===== config.mk =====
export PLATFORM = sky130hd
export DESIGN_NAME = neural_sim_sequencer_flat
export DESIGN_NICKNAME = d
export VERILOG_FILES = /design/src/rtl/neural_sim_sequencer_if.sv /design/src/rtl/neural_sim_sequencer.sv /design/src/flat_wrapper.sv
export SDC_FILE = /design/constraint.sdc
export NUM_CORES = 1
export LEC_CHECK = 0
export ABC_AREA = 1
export CAP_MARGIN = 15
export CORE_ASPECT_RATIO = 1.4
export CORE_MARGIN = 2
export CORE_UTILIZATION = 40
export CTS_BUF_LIST = sky130_fd_sc_hd__clkbuf_8
export CTS_CLUSTER_DIAMETER = 60
export DETAILED_ROUTE_END_ITERATION = 7
export PLACE_DENSITY = 0.74
export SLEW_MARGIN = 20
export SYNTH_ARGS = -nofsm -noshare
export SYNTH_HDL_FRONTEND = slang
export SYNTH_SLANG_ARGS = --single-unit

===== constraint.sdc =====
create_clock -name CLK_ADC -period 2.19 [get_ports CLK_ADC]
set_clock_uncertainty 0.05 [all_clocks]
set_input_delay 0.3285 -clock CLK_ADC [delete_from_list [all_inputs] [get_ports CLK_ADC]]
set_output_delay 0.3285 -clock CLK_ADC [all_outputs]
set_load 0.03 [all_outputs]

===== src/rtl/neural_sim_sequencer_if.sv =====
// Memory-read and sample-stream bundle between the playback sequencer and its neighbours.
// The sequencer is the master: it drives the read address/strobe and the output sample.
interface neural_sim_sequencer_if #(
  parameter int ADDR_W = 16,
  parameter int DATA_W = 12
);
  logic        [ADDR_W-1:0] MEM_ADDR;
  logic                     MEM_RD;
  logic signed [DATA_W-1:0] MEM_DATA;
  logic signed [DATA_W-1:0] DOUT;
  logic                     DOUT_VALID;
  logic                     DOUT_READY;

  modport master (output MEM_ADDR, MEM_RD, DOUT, DOUT_VALID,
                  input  MEM_DATA, DOUT_READY);
  modport slave  (input  MEM_ADDR, MEM_RD, DOUT, DOUT_VALID,
                  output MEM_DATA, DOUT_READY);
endinterface


===== src/rtl/neural_sim_sequencer.sv =====
// Sample-memory playback sequencer: divides CLK_ADC to the sample rate and streams N passes.
// Optional NEURAL_SEQ_STALL_EN holds a read tick while the output is blocked (no drops).
module neural_sim_sequencer #(
  parameter int ADDR_W  = 16,
  parameter int DATA_W  = 12,
  parameter int DEPTH   = 40000,
  parameter int CLK_DIV = 5,
  parameter int LOOP_W  = 8
) (
  input  logic              CLK_ADC,
  input  logic              nRST,
  input  logic              START,
  input  logic              STOP,
  input  logic              PAUSE,
  input  logic [LOOP_W-1:0] LOOPS,
  neural_sim_sequencer_if.master bus,
  output logic              BUSY,
  output logic              DONE,
  output logic [LOOP_W-1:0] PASS_CNT,
  output logic              OVERRUN
);
  localparam int DIV_W = (CLK_DIV > 1) ? $clog2(CLK_DIV) : 1;

  typedef enum logic [1:0] {S_IDLE, S_RUN, S_FINISH} state_t;

  state_t                   state_q;
  logic        [DIV_W-1:0]  div_q;
  logic        [ADDR_W-1:0] addr_q;
  logic        [LOOP_W-1:0] pass_q, loops_q;
  logic                     rd_q, vld_q, done_q, ovr_q;
  logic signed [DATA_W-1:0] dout_q;

  logic              div_end, hold, tick, advance, wrap, capture;
  logic [LOOP_W-1:0] pass_d;

  assign div_end = (state_q == S_RUN) && (div_q == DIV_W'(CLK_DIV - 1));
`ifdef NEURAL_SEQ_STALL_EN
  assign hold = vld_q && !bus.DOUT_READY;
`else
  assign hold = 1'b0;
`endif
  assign tick    = div_end && !PAUSE && !hold;
  // The divider only freezes at its terminal count when stalled; PAUSE freezes it anywhere.
  assign advance = !PAUSE && !(div_end && hold);
  assign wrap    = (addr_q == ADDR_W'(DEPTH - 1));
  assign pass_d  = pass_q + LOOP_W'(1);
  assign capture = rd_q && !STOP;

  always_ff @(posedge CLK_ADC or negedge nRST) begin
    if (!nRST) begin
      state_q <= S_IDLE;
      div_q   <= '0;
      addr_q  <= '0;
      pass_q  <= '0;
      loops_q <= '0;
      rd_q    <= 1'b0;
      vld_q   <= 1'b0;
      done_q  <= 1'b0;
      ovr_q   <= 1'b0;
      dout_q  <= '0;
    end else begin
      done_q <= 1'b0;
      // A read issued alongside STOP is dropped with the rest of the run.
      rd_q   <= tick && !STOP;
      case (state_q)
        S_IDLE: if (START && !STOP) begin
          state_q <= S_RUN;
          div_q   <= '0;
          addr_q  <= '0;
          pass_q  <= '0;
          loops_q <= LOOPS;
          ovr_q   <= 1'b0;
        end
        S_RUN: if (STOP) begin
          state_q <= S_IDLE;
        end else if (advance) begin
          div_q <= div_end ? '0 : div_q + DIV_W'(1);
          if (tick) begin
            if (wrap) begin
              addr_q <= '0;
              pass_q <= pass_d;
              if (loops_q != '0 && pass_d == loops_q) state_q <= S_FINISH;
            end else begin
              addr_q <= addr_q + ADDR_W'(1);
            end
          end
        end
        S_FINISH: begin
          state_q <= S_IDLE;
          done_q  <= !STOP;
        end
        default: state_q <= S_IDLE;
      endcase

      if (STOP) begin
        vld_q <= 1'b0;
      end else if (capture) begin
        dout_q <= bus.MEM_DATA;
        vld_q  <= 1'b1;
`ifndef NEURAL_SEQ_STALL_EN
        if (vld_q && !bus.DOUT_READY) ovr_q <= 1'b1;
`endif
      end else if (vld_q && bus.DOUT_READY) begin
        vld_q <= 1'b0;
      end
    end
  end

  assign bus.MEM_ADDR   = addr_q;
  assign bus.MEM_RD     = tick;
  assign bus.DOUT       = dout_q;
  assign bus.DOUT_VALID = vld_q;
  assign BUSY           = (state_q != S_IDLE);
  assign DONE           = done_q;
  assign PASS_CNT       = pass_q;
  assign OVERRUN        = ovr_q;
endmodule


===== src/flat_wrapper.sv =====
// flat-port wrapper written by rule: the top's interface ports become plain ports
module neural_sim_sequencer_flat 
#(
  parameter int ADDR_W  = 16,
  parameter int DATA_W  = 12,
  parameter int DEPTH   = 40000,
  parameter int CLK_DIV = 5,
  parameter int LOOP_W  = 8
)
  (CLK_ADC, nRST, START, STOP, PAUSE, LOOPS, BUSY, DONE, PASS_CNT, OVERRUN, bus_MEM_ADDR, bus_MEM_RD, bus_DOUT, bus_DOUT_VALID, bus_MEM_DATA, bus_DOUT_READY);
  neural_sim_sequencer_if #(.ADDR_W(ADDR_W), .DATA_W(DATA_W)) bus_i ();
  input  logic CLK_ADC;
  input  logic nRST;
  input  logic START;
  input  logic STOP;
  input  logic PAUSE;
  input  logic [LOOP_W-1:0] LOOPS;
  output logic BUSY;
  output logic DONE;
  output logic [LOOP_W-1:0] PASS_CNT;
  output logic OVERRUN;
  output wire logic [$bits(bus_i.MEM_ADDR)-1:0] bus_MEM_ADDR;
  output wire logic [$bits(bus_i.MEM_RD)-1:0] bus_MEM_RD;
  output wire logic [$bits(bus_i.DOUT)-1:0] bus_DOUT;
  output wire logic [$bits(bus_i.DOUT_VALID)-1:0] bus_DOUT_VALID;
  input wire logic [$bits(bus_i.MEM_DATA)-1:0] bus_MEM_DATA;
  input wire logic [$bits(bus_i.DOUT_READY)-1:0] bus_DOUT_READY;
  assign bus_MEM_ADDR = bus_i.MEM_ADDR;
  assign bus_MEM_RD = bus_i.MEM_RD;
  assign bus_DOUT = bus_i.DOUT;
  assign bus_DOUT_VALID = bus_i.DOUT_VALID;
  assign bus_i.MEM_DATA = bus_MEM_DATA;
  assign bus_i.DOUT_READY = bus_DOUT_READY;
  neural_sim_sequencer #(.ADDR_W(ADDR_W), .DATA_W(DATA_W), .DEPTH(DEPTH), .CLK_DIV(CLK_DIV), .LOOP_W(LOOP_W)) u_core (.CLK_ADC(CLK_ADC), .nRST(nRST), .START(START), .STOP(STOP), .PAUSE(PAUSE), .LOOPS(LOOPS), .bus(bus_i), .BUSY(BUSY), .DONE(DONE), .PASS_CNT(PASS_CNT), .OVERRUN(OVERRUN));
endmodule

[Word-level counts from Yosys, hierarchy flattened]
Index checks and enable logic that the tools add are counted.
Word-level totals
  register bits: 53
  input bits: 26
  output and inout bits: 41
Cells by class
  add/sub/neg operators: 3
  eq/ne operators: 14
  mux-type cells: 33
  bitwise gates (word level): 1
  reduce and logical (&&, ||, !) cells: 22
Operator list (count)
  $mux 16: 5
  $mux 8: 5
  $pmux 16 s2: 1
  $add 16x1->16 const B: 1
  $eq 16x16->1 const B: 1
  $pmux 8 s2: 1
  $mux 2: 6
  $mux 3: 4
  $reduce_and 5->1: 2
  $mux 1: 9
  $add 8x1->8 const B: 1
  $eq 8x8->1: 1
  $logic_and 1x1->1: 8
  $reduce_bool 8->1: 1
  $ne 2x1->1 const B: 3
  $ne 3x2->1 const B: 2
  $ne 3x3->1 const B: 2
  $pmux 3 s2: 1
  $reduce_and 6->1: 1
  $ne 2x2->1 const B: 2
  $pmux 2 s2: 1
  $reduce_and 2->1: 2
  $reduce_and 4->1: 1
  $reduce_bool 2->1: 2
  other kinds (8): 10

[Depth between registers and ports, before layout]
  depth after elaboration: 9
  mapped depth: 13

[Worst setup path before layout]
OpenSTA, ideal clock, no wires.
  path type: register -> register
  from: register u_core.addr_q[0], in the netlist u_core.bus.MEM_ADDR[0]
  to: register u_core.addr_q[12], in the netlist u_core.bus.MEM_ADDR[12]
  data arrival time: 1681 ps
  required time: 2019 ps
  path slack: 338 ps
  cell stages (with the launch flop): 11
  buffers on the path: 0
  path through: dfrtp_1 ha_1 nand3_1 nor2_1 nand2_1 nor2_1 nand2_1 nor3_1 nand3_1 nand2_1 nor2_1
Between the ends
  cells in the longest elaborated chain, start to end: 6
  elaborated cells between the ends (all ways): 7
  those cells by class: add/sub: 1; eq/ne: 1; mux: 5
RTL lines
  from (decl): line neural_sim_sequencer.sv:28  | logic [ADDR_W-1:0] addr_q;
  from (signal assigned): line neural_sim_sequencer.sv:84  | addr_q <= addr_q + ADDR_W'(1);
  $add 16x1->16 or $eq 16x16->1 (tied branches): line neural_sim_sequencer.sv:84, neural_sim_sequencer.sv:45
  $mux 16 *: line neural_sim_sequencer.sv:79  | if (wrap) begin
  $mux 16 *: line neural_sim_sequencer.sv:78  | if (tick) begin
  $mux 16 *: line neural_sim_sequencer.sv:76  | end else if (advance) begin
  $mux 16 *: line neural_sim_sequencer.sv:74  | S_RUN: if (STOP) begin
  $pmux 16 s2 *: line neural_sim_sequencer.sv:65  | case (state_q)
Every way passes the cells marked *; elsewhere a longest branch is shown, timed or not. The select of a mux whose other input is x is not followed.
A chain may end at the register's enable or synchronous reset.

[Worst setup path in the final report]
  from: register u_core.pass_q[2], in the netlist u_core.PASS_CNT[2]
  to: output PASS_CNT[2]
RTL lines
  from (decl): line neural_sim_sequencer.sv:29  | logic [LOOP_W-1:0] pass_q, loops_q;
  from (signal assigned): line neural_sim_sequencer.sv:81  | pass_q <= pass_d;
  to (decl): line flat_wrapper.sv:20  | output logic [LOOP_W-1:0] PASS_CNT;
No word-level cell between the ends.

==> run metrics <==
Die Width about 74 µm; htree depth 2; Synth Register Bits 53; CP Max Fanout 10; Critical Path RT roughly 1.8 ns; sequential share of the synthesized area 0.4788; grt ovf 0; GPL Wtd Cong roughly 0.94; Sink Count 53; average cell area after synthesis 8.269 µm²; met3 wire length roughly 310 µm; initial antenna violation count 0; max frequency 493.0 MHz; Max Buffers Root-to-Sink 2; share of cells above drive strength 1 0.1262; clock slew at reported path FFs 0.09 ns; Ant. Diodes 0; instance count on the critical path 1; Slew headroom 0.5591; final setup fails 0; DRT antenna net count 0; Synth Cell Area 2770 µm²; vias in the first global route 2,487; CP cell instances clkdlybuf4s50_1; first-pass GRT wire length 11,000 µm; First-pass DRT Iterations 4; Slew @ Worst Pin 0.6614 ns; Power per Cell Area between 1000 and 1500 nW/µm²; Top Layer Used met4; Post-synth EDFFs 0; row cnt 35; Mapped Nets roughly 370; Setup Fix Bufs, Post-CTS 0; Final TNS setup 0 ns; wl on met1 between 2000 and 3000 µm; WL final between 6000 and 7000 µm; clk_lat worst skew 0.30 ns; fillers 653; Final HPWL DP 4985 µm; Sequential cell area 1326 µm²; CTS root buf clkbuf_8; met2 wire length ~3500 µm; wire per inst 12.99 µm; CTS tree built; max_cap viols 0; largest net degree at the start of global routing 54; initial core utilization 0.4162; initial drt markers approximately 110; Min-Delay Path Class in2async; TritonCTS buffer count 5; P_leak ~1.7 nW; nets 442; Worst path slowest cell clkdlybuf4s50_1; min cycle time layout between 2 and 2.5 ns; status complete, no violations; GR Util All Layers 0.1849; via count roughly 2.5k; Synth area leader dfrtp_1; crit-path leading delay family buffers and inverters; I/O pin cnt 67; path type of the worst setup path reg2out; crit path buf inv count 1; drc violations 0; Layout area overhead 33.15%; Largest stage delay, worst path 0.75 ns; Finished Core Util 0.5541; Worst Setup End Kind output port; DIE HEIGHT 102.5 µm; Multi-input gate area around 1200 µm²; fin crit share 0.9262; peak supply drop 0.6848 mV; async set-reset flop share out of synthesis 1.000; Synth top cells by count nand2_1 (71), dfrtp_1 (53), inv_1 (44), nor2_1 (32), nand3_1 (27); top cell type's share of synthesized area 0.4788; startpoint types flop; yosys warns 0; synth top area cells dfrtp_1 (48%), nand2_1 (9.6%), inv_1 (6.0%); I/O Buffers 66; Core Area between 6000 and 7000 µm²; post-synth cell types 31; die area 7616 µm²; ys flop type dfrtp_1; count leader, synth nand2_1; Cells after Synth 335; final hold violations 0; Reg2Reg Depth 9; Via density ~5; Worst EP arrival 1.65 ns; RSZ-0062 raised after global routing false; fin. max-slew vios 0
==> power by group <==
part           internal, mW  leakage (nW)  switching [mW]
clock                 0.333        0.0540           0.309
sequential             1.36         0.667           0.368
combinational         0.973          1.03            1.40
==> state kept, by name, summed over array words and instances (netlist names) <==
register	cells
u_core.bus.MEM_ADDR	16
u_core.bus.DOUT	12
u_core.PASS_CNT	8
u_core.loops_q	8
u_core.div_q	3
u_core.state_q	2
u_core.DONE	1
u_core.OVERRUN	1
u_core.bus.DOUT_VALID	1
u_core.rd_q	1
==> layout make-up <==
type	count	area share
flip-flops and latches	53	0.3596
multi-input cells	226	0.3317
repair buffers	77	0.1988
inverters	49	0.05054
well taps	92	0.03121
clock buffers	5	0.01866
clock inverters	2	0.009498
==> logic make-up (layout without fill, tap and decap cells) <==
| logic type | Yosys count | after routing | synth area share |
|---|---|---|---|
| buffers and inverters | 56 | 133 | 0.08220 |
| muxes | 12 | 12 | 0.04878 |
| DFF | 53 | 53 | 0.4788 |
| adders and majority gates | 4 | 4 | 0.01807 |
| xor gates and xnor gates | 5 | 5 | 0.01581 |
| AOI/OAI and AO/OA | 35 | 35 | 0.06684 |
| and+or+nand+nor | 170 | 170 | 0.2895 |
==> routing by layer <==
layer,GRT usage,vias to the layer above
met4,0.07143,0
met2,0.3297,69
met3,0.03550,9
met5,0,-
met1,0.2162,1199
li1,-,1236
==> path summary, 6_finish.rpt <==
path,endpoint,slack (ns),from
min in group CLK_ADC,u_core.DONE$_DFF_PN0_,0.43,u_core.state_q[0]$_DFFE_PN0P_
min,u_core.bus.MEM_ADDR[3]$_DFFE_PN0P_,0.07,nRST
min reg2reg,u_core.DONE$_DFF_PN0_,0.43,u_core.state_q[0]$_DFFE_PN0P_
max reg2reg,u_core.state_q[0]$_DFFE_PN0P_,0.19,u_core.PASS_CNT[0]$_DFFE_PN0P_
max in group asynchronous,u_core.bus.DOUT[10]$_DFFE_PN0P_,1.57,nRST
max,PASS_CNT[2],0.16,u_core.PASS_CNT[2]$_DFFE_PN0P_
==> timing repair <==
item | 4_1_cts | 5_1_grt
setup endpoints to repair | 1 | 2
hold buffers | 0 | 0
resized for setup | 1 | 4
==> layout by cell type, fill, tap and decap left out <==
cell type,synthesis,routed
nand2_1,71,71
clkdlybuf4s50_1,0,64
dfrtp_1,53,53
inv_1,44,44
nor2_1,32,31
nand3_1,27,27
o21ai_0,23,23
nand4_1,14,14
mux2_2,12,12
buf_4,0,11
nor3_1,8,7
a21oi_1,7,7
clkbuf_8,0,5
inv_2,4,4
nand2_2,4,4
xor2_1,4,4
ha_1,4,4
nor2_2,2,3
nor2_4,2,2
nand2_4,2,2
nor3_2,1,2
and3_1,2,2
o22ai_1,2,2
a22o_1,2,2
nand3b_1,1,1
inv_4,1,1
nor3_4,1,1
and2_1,1,1
xnor2_1,1,1
o21ai_1,1,1
nor3b_1,1,1
nand3_2,1,1
bufinv_16,0,1
clkinv_2,0,1
buf_2,6,1
clkbuf_2,0,1
==> stage by stage <==
stage	std cells	area, µm²	worst slack, ns	power [mW]	hold slack, ns
finish	504	3689	0.1616	4.746	0.07147
CTS	504	3685	0.1240	4.777	0.1101
floorplan	335	2770	0.3376	3.153	-0.01709
detailed placement	497	3582	0.04372	4.123	0.4145
global route	504	3689	0.02402	5.091	0.1349
global placement	497	3582	0.1017	4.049	0.4075
Note: power is estimated with default switching activity, not from simulation.
